$ cat src/rtl/booth_multiplier_pkg.sv
// Shared types and constants for the radix-2 Booth multiplier.
package booth_multiplier_pkg;

    typedef enum logic [1:0] {
        S_IDLE = 2'd0,
        S_CALC = 2'd1,
        S_DONE = 2'd2
    } state_t;

    // Booth selector {Q[0], Q_1}
    localparam logic [1:0] BOOTH_NOP0 = 2'b00;
    localparam logic [1:0] BOOTH_ADD  = 2'b01;
    localparam logic [1:0] BOOTH_SUB  = 2'b10;
    localparam logic [1:0] BOOTH_NOP1 = 2'b11;

    function automatic int cnt_width(input int w);
        return (w <= 2) ? 1 : $clog2(w);
    endfunction

endpackage

$ cat src/rtl/booth_multiplier_adder.sv
// Plain ripple-carry adder; the final carry is not produced (modular sum).
module adder #(
    parameter int WIDTH = 5
) (
    input  logic [WIDTH-1:0] i_a,
    input  logic [WIDTH-1:0] i_b,
    input  logic             i_cin,
    output logic [WIDTH-1:0] o_sum
);

    always_comb begin
        logic c;
        o_sum = '0;
        c     = i_cin;
        for (int i = 0; i < WIDTH; i++) begin
            o_sum[i] = i_a[i] ^ i_b[i] ^ c;
            c        = (i_a[i] & i_b[i]) | (c & (i_a[i] ^ i_b[i]));
        end
    end

endmodule

$ cat src/rtl/booth_multiplier.sv
// Sequential signed radix-2 Booth multiplier, one step per cycle,
// valid/ready on both sides.
module booth_multiplier
    import booth_multiplier_pkg::*;
#(
    parameter int WIDTH = 4
) (
    input  logic               clk,
    input  logic               rst,
    input  logic               in_valid,
    output logic               in_ready,
    input  logic [WIDTH-1:0]   a,
    input  logic [WIDTH-1:0]   b,
    output logic               out_valid,
    input  logic               out_ready,
    output logic [2*WIDTH-1:0] product
);

    localparam int CW = cnt_width(WIDTH);
    localparam logic [CW-1:0] LAST = CW'(WIDTH - 1);

    state_t           r_state;
    logic [WIDTH:0]   r_m;
    logic [WIDTH:0]   r_nm;
    logic [WIDTH:0]   r_acc;
    logic [WIDTH-1:0] r_q;
    logic             r_q1;
    logic [CW-1:0]    r_cnt;

    logic [WIDTH:0]     w_m_ext;
    logic [WIDTH:0]     w_nm;
    logic [WIDTH:0]     w_addend;
    logic [WIDTH:0]     w_sum;
    logic [2*WIDTH+1:0] w_next;

    assign w_m_ext = {a[WIDTH-1], a};

    // Negated multiplicand formed once at load: ~M + 1
    adder #(.WIDTH(WIDTH + 1)) u_neg (
        .i_a   (~w_m_ext),
        .i_b   ((WIDTH + 1)'(1)),
        .i_cin (1'b0),
        .o_sum (w_nm)
    );

    always_comb begin
        w_addend = '0;
        unique case ({r_q[0], r_q1})
            BOOTH_ADD:  w_addend = r_m;
            BOOTH_SUB:  w_addend = r_nm;
            BOOTH_NOP0: w_addend = '0;
            BOOTH_NOP1: w_addend = '0;
            default:    w_addend = '0;
        endcase
    end

    adder #(.WIDTH(WIDTH + 1)) u_acc (
        .i_a   (r_acc),
        .i_b   (w_addend),
        .i_cin (1'b0),
        .o_sum (w_sum)
    );

    // Arithmetic right shift of {ACC, Q, Q_1}
    assign w_next = {w_sum[WIDTH], w_sum, r_q};

    always_ff @(posedge clk) begin
        if (rst) begin
            r_state   <= S_IDLE;
            in_ready  <= 1'b1;
            out_valid <= 1'b0;
            product   <= '0;
            r_m       <= '0;
            r_nm      <= '0;
            r_acc     <= '0;
            r_q       <= '0;
            r_q1      <= 1'b0;
            r_cnt     <= '0;
        end else begin
            unique case (r_state)
                S_IDLE: begin
                    if (in_valid && in_ready) begin
                        r_m      <= w_m_ext;
                        r_nm     <= w_nm;
                        r_acc    <= '0;
                        r_q      <= b;
                        r_q1     <= 1'b0;
                        r_cnt    <= '0;
                        in_ready <= 1'b0;
                        r_state  <= S_CALC;
                    end
                end
                S_CALC: begin
                    r_acc <= w_next[2*WIDTH+1:WIDTH+1];
                    r_q   <= w_next[WIDTH:1];
                    r_q1  <= w_next[0];
                    r_cnt <= r_cnt + 1'b1;
                    if (r_cnt == LAST) begin
                        product   <= w_next[2*WIDTH:1];
                        out_valid <= 1'b1;
                        r_state   <= S_DONE;
                    end
                end
                S_DONE: begin
                    if (out_ready) begin
                        out_valid <= 1'b0;
                        in_ready  <= 1'b1;
                        r_state   <= S_IDLE;
                    end
                end
                default: r_state <= S_IDLE;
            endcase
        end
    end

endmodule

$ cat config.mk
export PLATFORM = sky130hd
export DESIGN_NAME = booth_multiplier
export DESIGN_NICKNAME = d
export VERILOG_FILES = /design/src/rtl/booth_multiplier_pkg.sv /design/src/rtl/booth_multiplier_adder.sv /design/src/rtl/booth_multiplier.sv
export SDC_FILE = /design/constraint.sdc
export NUM_CORES = 1
export LEC_CHECK = 0
export CORE_MARGIN = 1.5
export CORE_UTILIZATION = 47
export CTS_CLUSTER_DIAMETER = 120
export DETAILED_ROUTE_END_ITERATION = 10
export PLACE_DENSITY = 0.74
export SYNTH_ARGS = -nofsm -noshare
export SYNTH_HDL_FRONTEND = slang
export SYNTH_SLANG_ARGS = --single-unit
$ cat constraint.sdc
create_clock -name clk -period 2.85 [get_ports clk]
set_input_delay 0.855 -clock clk [delete_from_list [all_inputs] [get_ports clk]]
set_output_delay 0.855 -clock clk [all_outputs]
set_load 0.03 [all_outputs]
=== Yosys cells after proc, flatten, opt, wreduce, memory -nomap -nowiden ===
Cells that the tools add are included.

* $add $sub $neg: 1
* Multiply operators: 0
* Divide/modulo/power cells: 0
* Order comparisons: 0
* Eq/ne operators: 9
* Shift operators: 0
* Mux-type cells: 18
* Bitwise gates (word level): 28
* Reduce and logical (&&, ||, !) cells: 13

{| class="wikitable"
|+ Operators by type and width
! operator !! number
|-
| 5-bit case mux with 3 select lines || 1
|-
| 1-bit XOR || 13
|-
| 1-bit AND || 10
|-
| 5-bit case mux with 2 select lines || 1
|-
| 3-bit AND reduction || 3
|-
| 2-bit == test, second input constant || 4
|-
| 2-bit two-way mux || 4
|-
| 4-bit case mux with 2 select lines || 1
|-
| 2-bit != test, second input constant || 3
|-
| 1-bit case mux with 2 select lines || 3
|-
| 2-bit case mux with 3 select lines || 1
|-
| 2-bit AND reduction || 3
|-
| 2-bit nonzero test || 3
|-
| 5-bit two-way mux || 1
|-
| 5-bit NOT || 1
|-
| 2-bit by 1-bit == test with 1-bit output, second input constant || 2
|-
| 2-bit zero test || 2
|-
| 1-bit two-way mux || 4
|-
| 4-bit two-way mux || 1
|-
| 2-bit case mux with 2 select lines || 1
|-
| 1-bit bitwise OR || 3
|-
| 2-bit by 1-bit adder with 2-bit output, second input constant || 1
|-
| 2-bit OR reduction || 1
|-
| 1-bit logical AND || 1
|-
| 1-bit NOT || 1
|}

* Bits in registers: 33
* Bits in latches: 0
* Bits in writable memories: 0
* Bits in read-only memories: 0
* Input port bits: 12
* Output and inout bits: 10
* Word-level logic and storage cells: 79
* Memories kept: 0

=== Longest topological paths before layout ===
* Depth in word-level cells: 12
* Gate-level depth with buffers: 11
* Gate-level depth less buffers: 11

=== Hierarchy ===
Synthesis repeated with hierarchy kept, for this count alone.

* Cell total of the unflattened synthesis: 179
* Area total of the unflattened synthesis: 1566.5 um2

{| class="wikitable"
|+ By module, submodules not included
! module !! times used !! cells each !! area each (um2) !! sequential area each (um2)
|-
| booth_multiplier || 1 || 159 || 1321.3 || 640.6
|-
| adder || 2 || 10 || 122.6 || 0.0
|}

=== Least setup slack after synthesis ===
OpenSTA, ideal clock, no wires.

* Path type: register -> register
* Start point: register r_q[0]
* End point: register r_acc[3]
* Library setup time: 74 ps
* Data arrival time: 2650 ps
* Data required time: 2776 ps
* Setup slack: 126 ps
* Cell stages (with the launch flop): 11
* Clock period less this slack: 2724 ps
* Cell sequence: dfxtp_1 nor2b_1 o21a_1 ha_1 fa_1 inv_1 fa_1 fa_1 or3_1 a211o_1 a31oi_1

* Word-level cells in the longest chain between the ends: 12

{| class="wikitable"
|+ RTL lines
! what !! line !! source
|-
| start: declaration || booth_multiplier.sv:26 || <nowiki>logic [WIDTH-1:0] r_q;</nowiki>
|-
| start signal: assignment || booth_multiplier.sv:95 || <nowiki>r_q <= w_next[WIDTH:1];</nowiki>
|-
| 2-bit == test / 2-bit zero test (equally long branches) || booth_multiplier.sv:48 || <nowiki>unique case ({r_q[0], r_q1})</nowiki>
|-
| 2-bit OR reduction (no source line) || - ||
|-
| 5-bit case mux with 3 select lines (*) || booth_multiplier.sv:48 ||
|-
| 1-bit AND / 1-bit XOR (equally long branches) || booth_multiplier_adder.sv:17 || <nowiki>c = (i_a[i] & i_b[i]) | (c & (i_a[i] ^ i_b[i]));</nowiki>
|-
| 1-bit AND || booth_multiplier_adder.sv:17 ||
|-
| 1-bit bitwise OR || booth_multiplier_adder.sv:17 ||
|-
| 1-bit AND || booth_multiplier_adder.sv:17 ||
|-
| 1-bit bitwise OR || booth_multiplier_adder.sv:17 ||
|-
| 1-bit AND || booth_multiplier_adder.sv:17 ||
|-
| 1-bit bitwise OR || booth_multiplier_adder.sv:17 ||
|-
| 1-bit XOR (*) || booth_multiplier_adder.sv:16 || <nowiki>o_sum[i] = i_a[i] ^ i_b[i] ^ c;</nowiki>
|-
| 5-bit case mux with 2 select lines (*) || booth_multiplier.sv:80 || <nowiki>unique case (r_state)</nowiki>
|-
| end signal: assignment || booth_multiplier.sv:94 || <nowiki>r_acc <= w_next[2*WIDTH+1:WIDTH+1];</nowiki>
|-
| end: declaration || booth_multiplier.sv:25 || <nowiki>logic [WIDTH:0] r_acc;</nowiki>
|}

Mark *: on every way between the ends. The rest lies on a longest branch, timed or not.
A chain may end at the register's enable or synchronous reset.

=== Final worst setup path ===
Ends and elaborated chain as after synthesis.

==> impl_results.html <==
<table>
<tr><th>Metric</th><th>Value</th></tr>
<tr><th colspan="2">Finish</th></tr>
<tr><td>Most frequent standard cell in the layout excluding fill and tap cells</td><td>nand2_1</td></tr>
<tr><td>Fin util</td><td>0.6173</td></tr>
<tr><td>Number of inserted filler cells in the final layout</td><td>about 260</td></tr>
<tr><td>ANT cells</td><td>0</td></tr>
<tr><td>Flip-flop and latch area</td><td>625.6 µm²</td></tr>
<tr><td>Number of standard cells in the layout, taps in and fillers out</td><td>228</td></tr>
<tr><td>Layout cell share with drive strength beyond 1</td><td>0.09137</td></tr>
<tr><td>Nets</td><td>216</td></tr>
<tr><td>Multi-input gate area</td><td>750.7 µm²</td></tr>
<tr><td>P&amp;R area growth vs syn</td><td>21.51%</td></tr>
<tr><td>Commonest cells after routing, fill and taps aside</td><td>35 x nand2_1, 29 x dfxtp_1, 25 x a21oi_1, 21 x clkdlybuf4s50_1, 17 x nor2_1</td></tr>
<tr><th colspan="2">Floorplanning</th></tr>
<tr><td>Placeable Area</td><td>0.002805 mm²</td></tr>
<tr><td>I/O pins</td><td>22</td></tr>
<tr><td>Starting density of the core</td><td>0.5080</td></tr>
<tr><td>Die span in x</td><td>58.07 µm</td></tr>
<tr><td>Number of cell rows</td><td>19</td></tr>
<tr><td>Area enclosed by the die boundary</td><td>0.003372 mm²</td></tr>
<tr><td>Die extent in y</td><td>approximately 58 µm</td></tr>
<tr><th colspan="2">Job</th></tr>
<tr><td>Count of maximum capacitance violations</td><td>0</td></tr>
<tr><th colspan="2">Logic synthesis</th></tr>
<tr><td>Synth warn</td><td>0</td></tr>
<tr><td>Synthesized Nets</td><td>between 150 and 200</td></tr>
<tr><td>Number of synthesized register bits</td><td>31</td></tr>
<tr><td>Share of the yosys chip area belonging to registers</td><td>0.4355</td></tr>
<tr><td>Unique masters post-synth</td><td>32</td></tr>
<tr><td>Per-instance average area after synthesis</td><td>8.144 µm²</td></tr>
<tr><td>Post-Syn Instances</td><td>175</td></tr>
<tr><td>Netlist area before placement</td><td>0.001425 mm²</td></tr>
<tr><th colspan="2">GRT</th></tr>
<tr><td>Maximum number of pins on one net before global-route repair</td><td>20</td></tr>
<tr><td>GRT Overall Usage</td><td>0.1996</td></tr>
<tr><td>Wire length of the first global-routing pass</td><td>~5.1 mm</td></tr>
<tr><td>Vias in the first global route</td><td>roughly 1200</td></tr>
<tr><td>Initial antenna violation count</td><td>0</td></tr>
<tr><td>Total overflow reported by the global router</td><td>0</td></tr>
<tr><th colspan="2">Clock tree</th></tr>
<tr><td>Clock-pin slew on the worst setup and hold paths</td><td>0.10 ns</td></tr>
<tr><td>Worst-Skew Late Latency</td><td>0.33 ns</td></tr>
<tr><td>Number of H-tree levels</td><td>2</td></tr>
<tr><td>Maximum root-to-sink buffer count</td><td>2</td></tr>
<tr><td>Clk Tree Root Cell</td><td>clkbuf_4</td></tr>
<tr><td>Sinks on the clock net</td><td>31</td></tr>
<tr><td>Count of hold-fix buffers inserted at cts</td><td>0</td></tr>
<tr><td>Clock tree from TritonCTS</td><td>done</td></tr>
<tr><td>Clock buffers created by TritonCTS</td><td>5</td></tr>
<tr><td>Setup fix buffers added after clock tree synthesis</td><td>0</td></tr>
<tr><th colspan="2">Routing</th></tr>
<tr><td>Wirelength, routed</td><td>2.939 mm</td></tr>
<tr><td>Via-per-instance ratio</td><td>5.469</td></tr>
<tr><td>DR iter-0 viols</td><td>79</td></tr>
<tr><td>Total number of vias</td><td>around 1200</td></tr>
<tr><td>First drt pass iteration count</td><td>6</td></tr>
<tr><td>DRC violations left</td><td>0</td></tr>
<tr><td>Number of nets with antenna violations after detailed routing</td><td>0</td></tr>
<tr><td>Final routed wire length divided by cell count</td><td>between 10 and 15 µm</td></tr>
<tr><th colspan="2">Critical path</th></tr>
<tr><td>Crit start category</td><td>register</td></tr>
<tr><td>Origin of the worst setup path</td><td>r_q[0]$_SDFFE_PP0P_</td></tr>
<tr><td>Worst setup path endpoint</td><td>r_acc[3]$_SDFFE_PP0P_</td></tr>
<tr><td>Reg-to-Reg Start</td><td>r_q[0]$_SDFFE_PP0P_</td></tr>
<tr><td>Worst endpoint data arrival time</td><td>between 2 and 3 ns</td></tr>
<tr><td>Maximum cell stage delay along the critical path</td><td>0.39 ns</td></tr>
<tr><td>Most numerous cell on the critical path</td><td>fa_2</td></tr>
<tr><td>Category of the critical setup timing path</td><td>reg -&gt; reg</td></tr>
<tr><td>Highest fanout seen on the critical path</td><td>6</td></tr>
<tr><td>Depth of the worst register-to-register path</td><td>10</td></tr>
<tr><td>Endpoint of the most critical register-to-register path</td><td>r_acc[3]$_SDFFE_PP0P_</td></tr>
<tr><td>Worst setup slack for register-to-register paths</td><td>about 0.16 ns</td></tr>
<tr><td>Sequence of cells on the critical path</td><td>and2b_1 &gt; o21a_1 &gt; ha_1 &gt; fa_2 &gt; inv_1 &gt; fa_2 &gt; fa_2 &gt; or3_4 &gt; a211o_1 &gt; a31oi_1</td></tr>
<tr><td>Worst Setup End Kind</td><td>register</td></tr>
<tr><td>Required time of the critical path</td><td>3.10 ns</td></tr>
<tr><td>Worst-path cell with the longest stage delay</td><td>or3_4</td></tr>
<tr><th colspan="2">Timing</th></tr>
<tr><td>Number of pins exceeding their max-slew limit in the final report</td><td>0</td></tr>
<tr><td>Tightest slew margin relative to the limit</td><td>0.6286</td></tr>
<tr><td>Worst Tran Pin Value</td><td>0.5554 ns</td></tr>
<tr><td>Accumulated negative setup slack</td><td>0 ns</td></tr>
<tr><td>Final clock skew</td><td>approximately 0.011 ns</td></tr>
<tr><td>Portion of the clock cycle consumed by the worst path in the final layout</td><td>0.9447</td></tr>
<tr><td>Fmax</td><td>371.4 MHz</td></tr>
<tr><td>Final setup fails</td><td>0</td></tr>
<tr><td>Least setup slack across all paths after layout</td><td>0.1577 ns</td></tr>
<tr><td>Shortest clock period the worst path allows after layout</td><td>2.692 ns</td></tr>
<tr><td>Hold Vio Cnt, Final</td><td>0</td></tr>
<tr><td>Setup repair after global routing missed its margin</td><td>false</td></tr>
<tr><th colspan="2">Pwr</th></tr>
<tr><td>Maximum ir drop on the vdd rail</td><td>0.2454 mV</td></tr>
<tr><td>Power density relative to cell area</td><td>468.5 mW/mm²</td></tr>
<tr><td>Leakage power summed over all cells</td><td>0.6330 nW</td></tr>
<tr><td>Power after layout</td><td>0.0008112 W</td></tr>
<tr><th colspan="2">Worst hold path</th></tr>
<tr><td>Hold Crit Class</td><td>reg -&gt; reg</td></tr>
<tr><td>Startpoint of the worst hold path</td><td>r_m[0]$_SDFFE_PP0P_</td></tr>
<tr><th colspan="2">Placement</th></tr>
<tr><td>Number of buffers added on ports</td><td>21</td></tr>
<tr><td>Instance count after placement with tap cells included</td><td>220</td></tr>
<tr><td>Pre-CTS WS</td><td>0.006125 ns</td></tr>
<tr><td>Final estimated routing congestion in global placement</td><td>0.7742</td></tr>
<tr><td>Dpl hpwl</td><td>2.143 mm</td></tr>
<tr><th colspan="2">Run status</th></tr>
<tr><td>Status</td><td>completed</td></tr>
</table>
flip-flops by register name, summed over array words and instances (netlist names):
name and cells:
r_state 2, r_cnt 2, r_q 4, r_nm 4
r_acc 4, product 8, r_q1 1, in_ready 1
r_m 4, out_valid 1
layout make-up:
class / count / area share
clock buffers: 6 / 0.02384
clock inverters: 2 / 0.007225
inverters: 8 / 0.01734
multi-input cells: 126 / 0.4335
flip-flops and latches: 31 / 0.3613
well taps: 31 / 0.02240
repair buffers: 24 / 0.1344
through the flow:
stage,instance area [µm²],hold slack [ns]
6_report,1732,0.4595
5_1_grt,1732,0.4907
4_1_cts,1709,0.4632
3_5_place_dp,1653,0.4494
3_3_place_gp,1653,0.4405
2_1_floorplan,1425,0.4321
worst min path at each step:
stage	to	slack, ns	cells past startpoint
after floorplan	r_m[3]$_SDFFE_PP0P_	0.43	2
after global placement	product[2]$_SDFFE_PP0P_	0.44	2
after detailed placement	r_m[0]$_SDFFE_PP0P_	0.45	2
after CTS	r_m[0]$_SDFFE_PP0P_	0.46	2
after global routing	r_nm[4]$_SDFFE_PP0P_	0.49	2
final	r_m[0]$_SDFFE_PP0P_	0.46	2
report_power, final:
group | switching, W | internal (W) | leakage (nW) | total, W
Clock | 0.000149 | 0.0000950 | 0.0282 | 0.000244
Combinational | 0.0000589 | 0.0000443 | 0.351 | 0.000103
Sequential | 0.0000138 | 0.000450 | 0.253 | 0.000464
Total | 0.000221 | 0.000590 | 0.633 | 0.000811
cells by family after synthesis:
group                    count (synthesis)  synth area share
AO/OA/AOI/OAI                           43            0.1809
adder cells (fa/ha/maj)                  8           0.08604
buffers and inverters                   18           0.05180
flip-flops                              31            0.4355
AND/OR/NAND/NOR                         75            0.2458
timing repair:
item                       4_1_cts  5_1_grt
hold endpoints to repair         0        0
setup endpoints to repair        1        1
resized for setup                1        8
pin swaps                        0        1
Yosys cell counts, drive strengths merged:
library cell  number  area share
or3                1      0.0044
nand4              1      0.0044
o21a               1      0.0053
a22oi              5       0.026
nor2b              3       0.013
ha                 5       0.044
nand3              4       0.014
fa                 3       0.042
buf                4       0.014
nor3               1      0.0035
nand2b             4       0.018
a211o              1      0.0061
a22o               1      0.0061
a2111o             1      0.0079
o21ai              2      0.0070
and2               1      0.0044
dfxtp             31        0.44
a211oi             3       0.016
nor4               1      0.0044
a21oi             25       0.088
clkbuf             6       0.017
a31oi              3       0.013
nand3b             2       0.011
and3b              2       0.012
o21bai             1      0.0053
inv                8       0.021
and4bb             1      0.0088
nand2             35       0.092
nor2              17       0.045
or3b               1      0.0061
and2b              1      0.0053
critical path: cells and delay by family (launching register included):
kind / cells / cell delay (ns)
buffers and inverters: 1 / 0.05
and+or+nand+nor: 2 / 0.62
DFF: 1 / 0.36
AOI/OAI and AO/OA: 3 / 0.56
adders and majority gates: 4 / 1.01
metal layers:
metal	track usage	wire (µm)	up-vias
met5	0	0	-
met4	0.07973	44	0
met3	0.04241	144	6
met2	0.3360	1396	37
met1	0.2489	1352	573
li1	-	-	631
No activity file was read; power rests on OpenSTA's default activity.
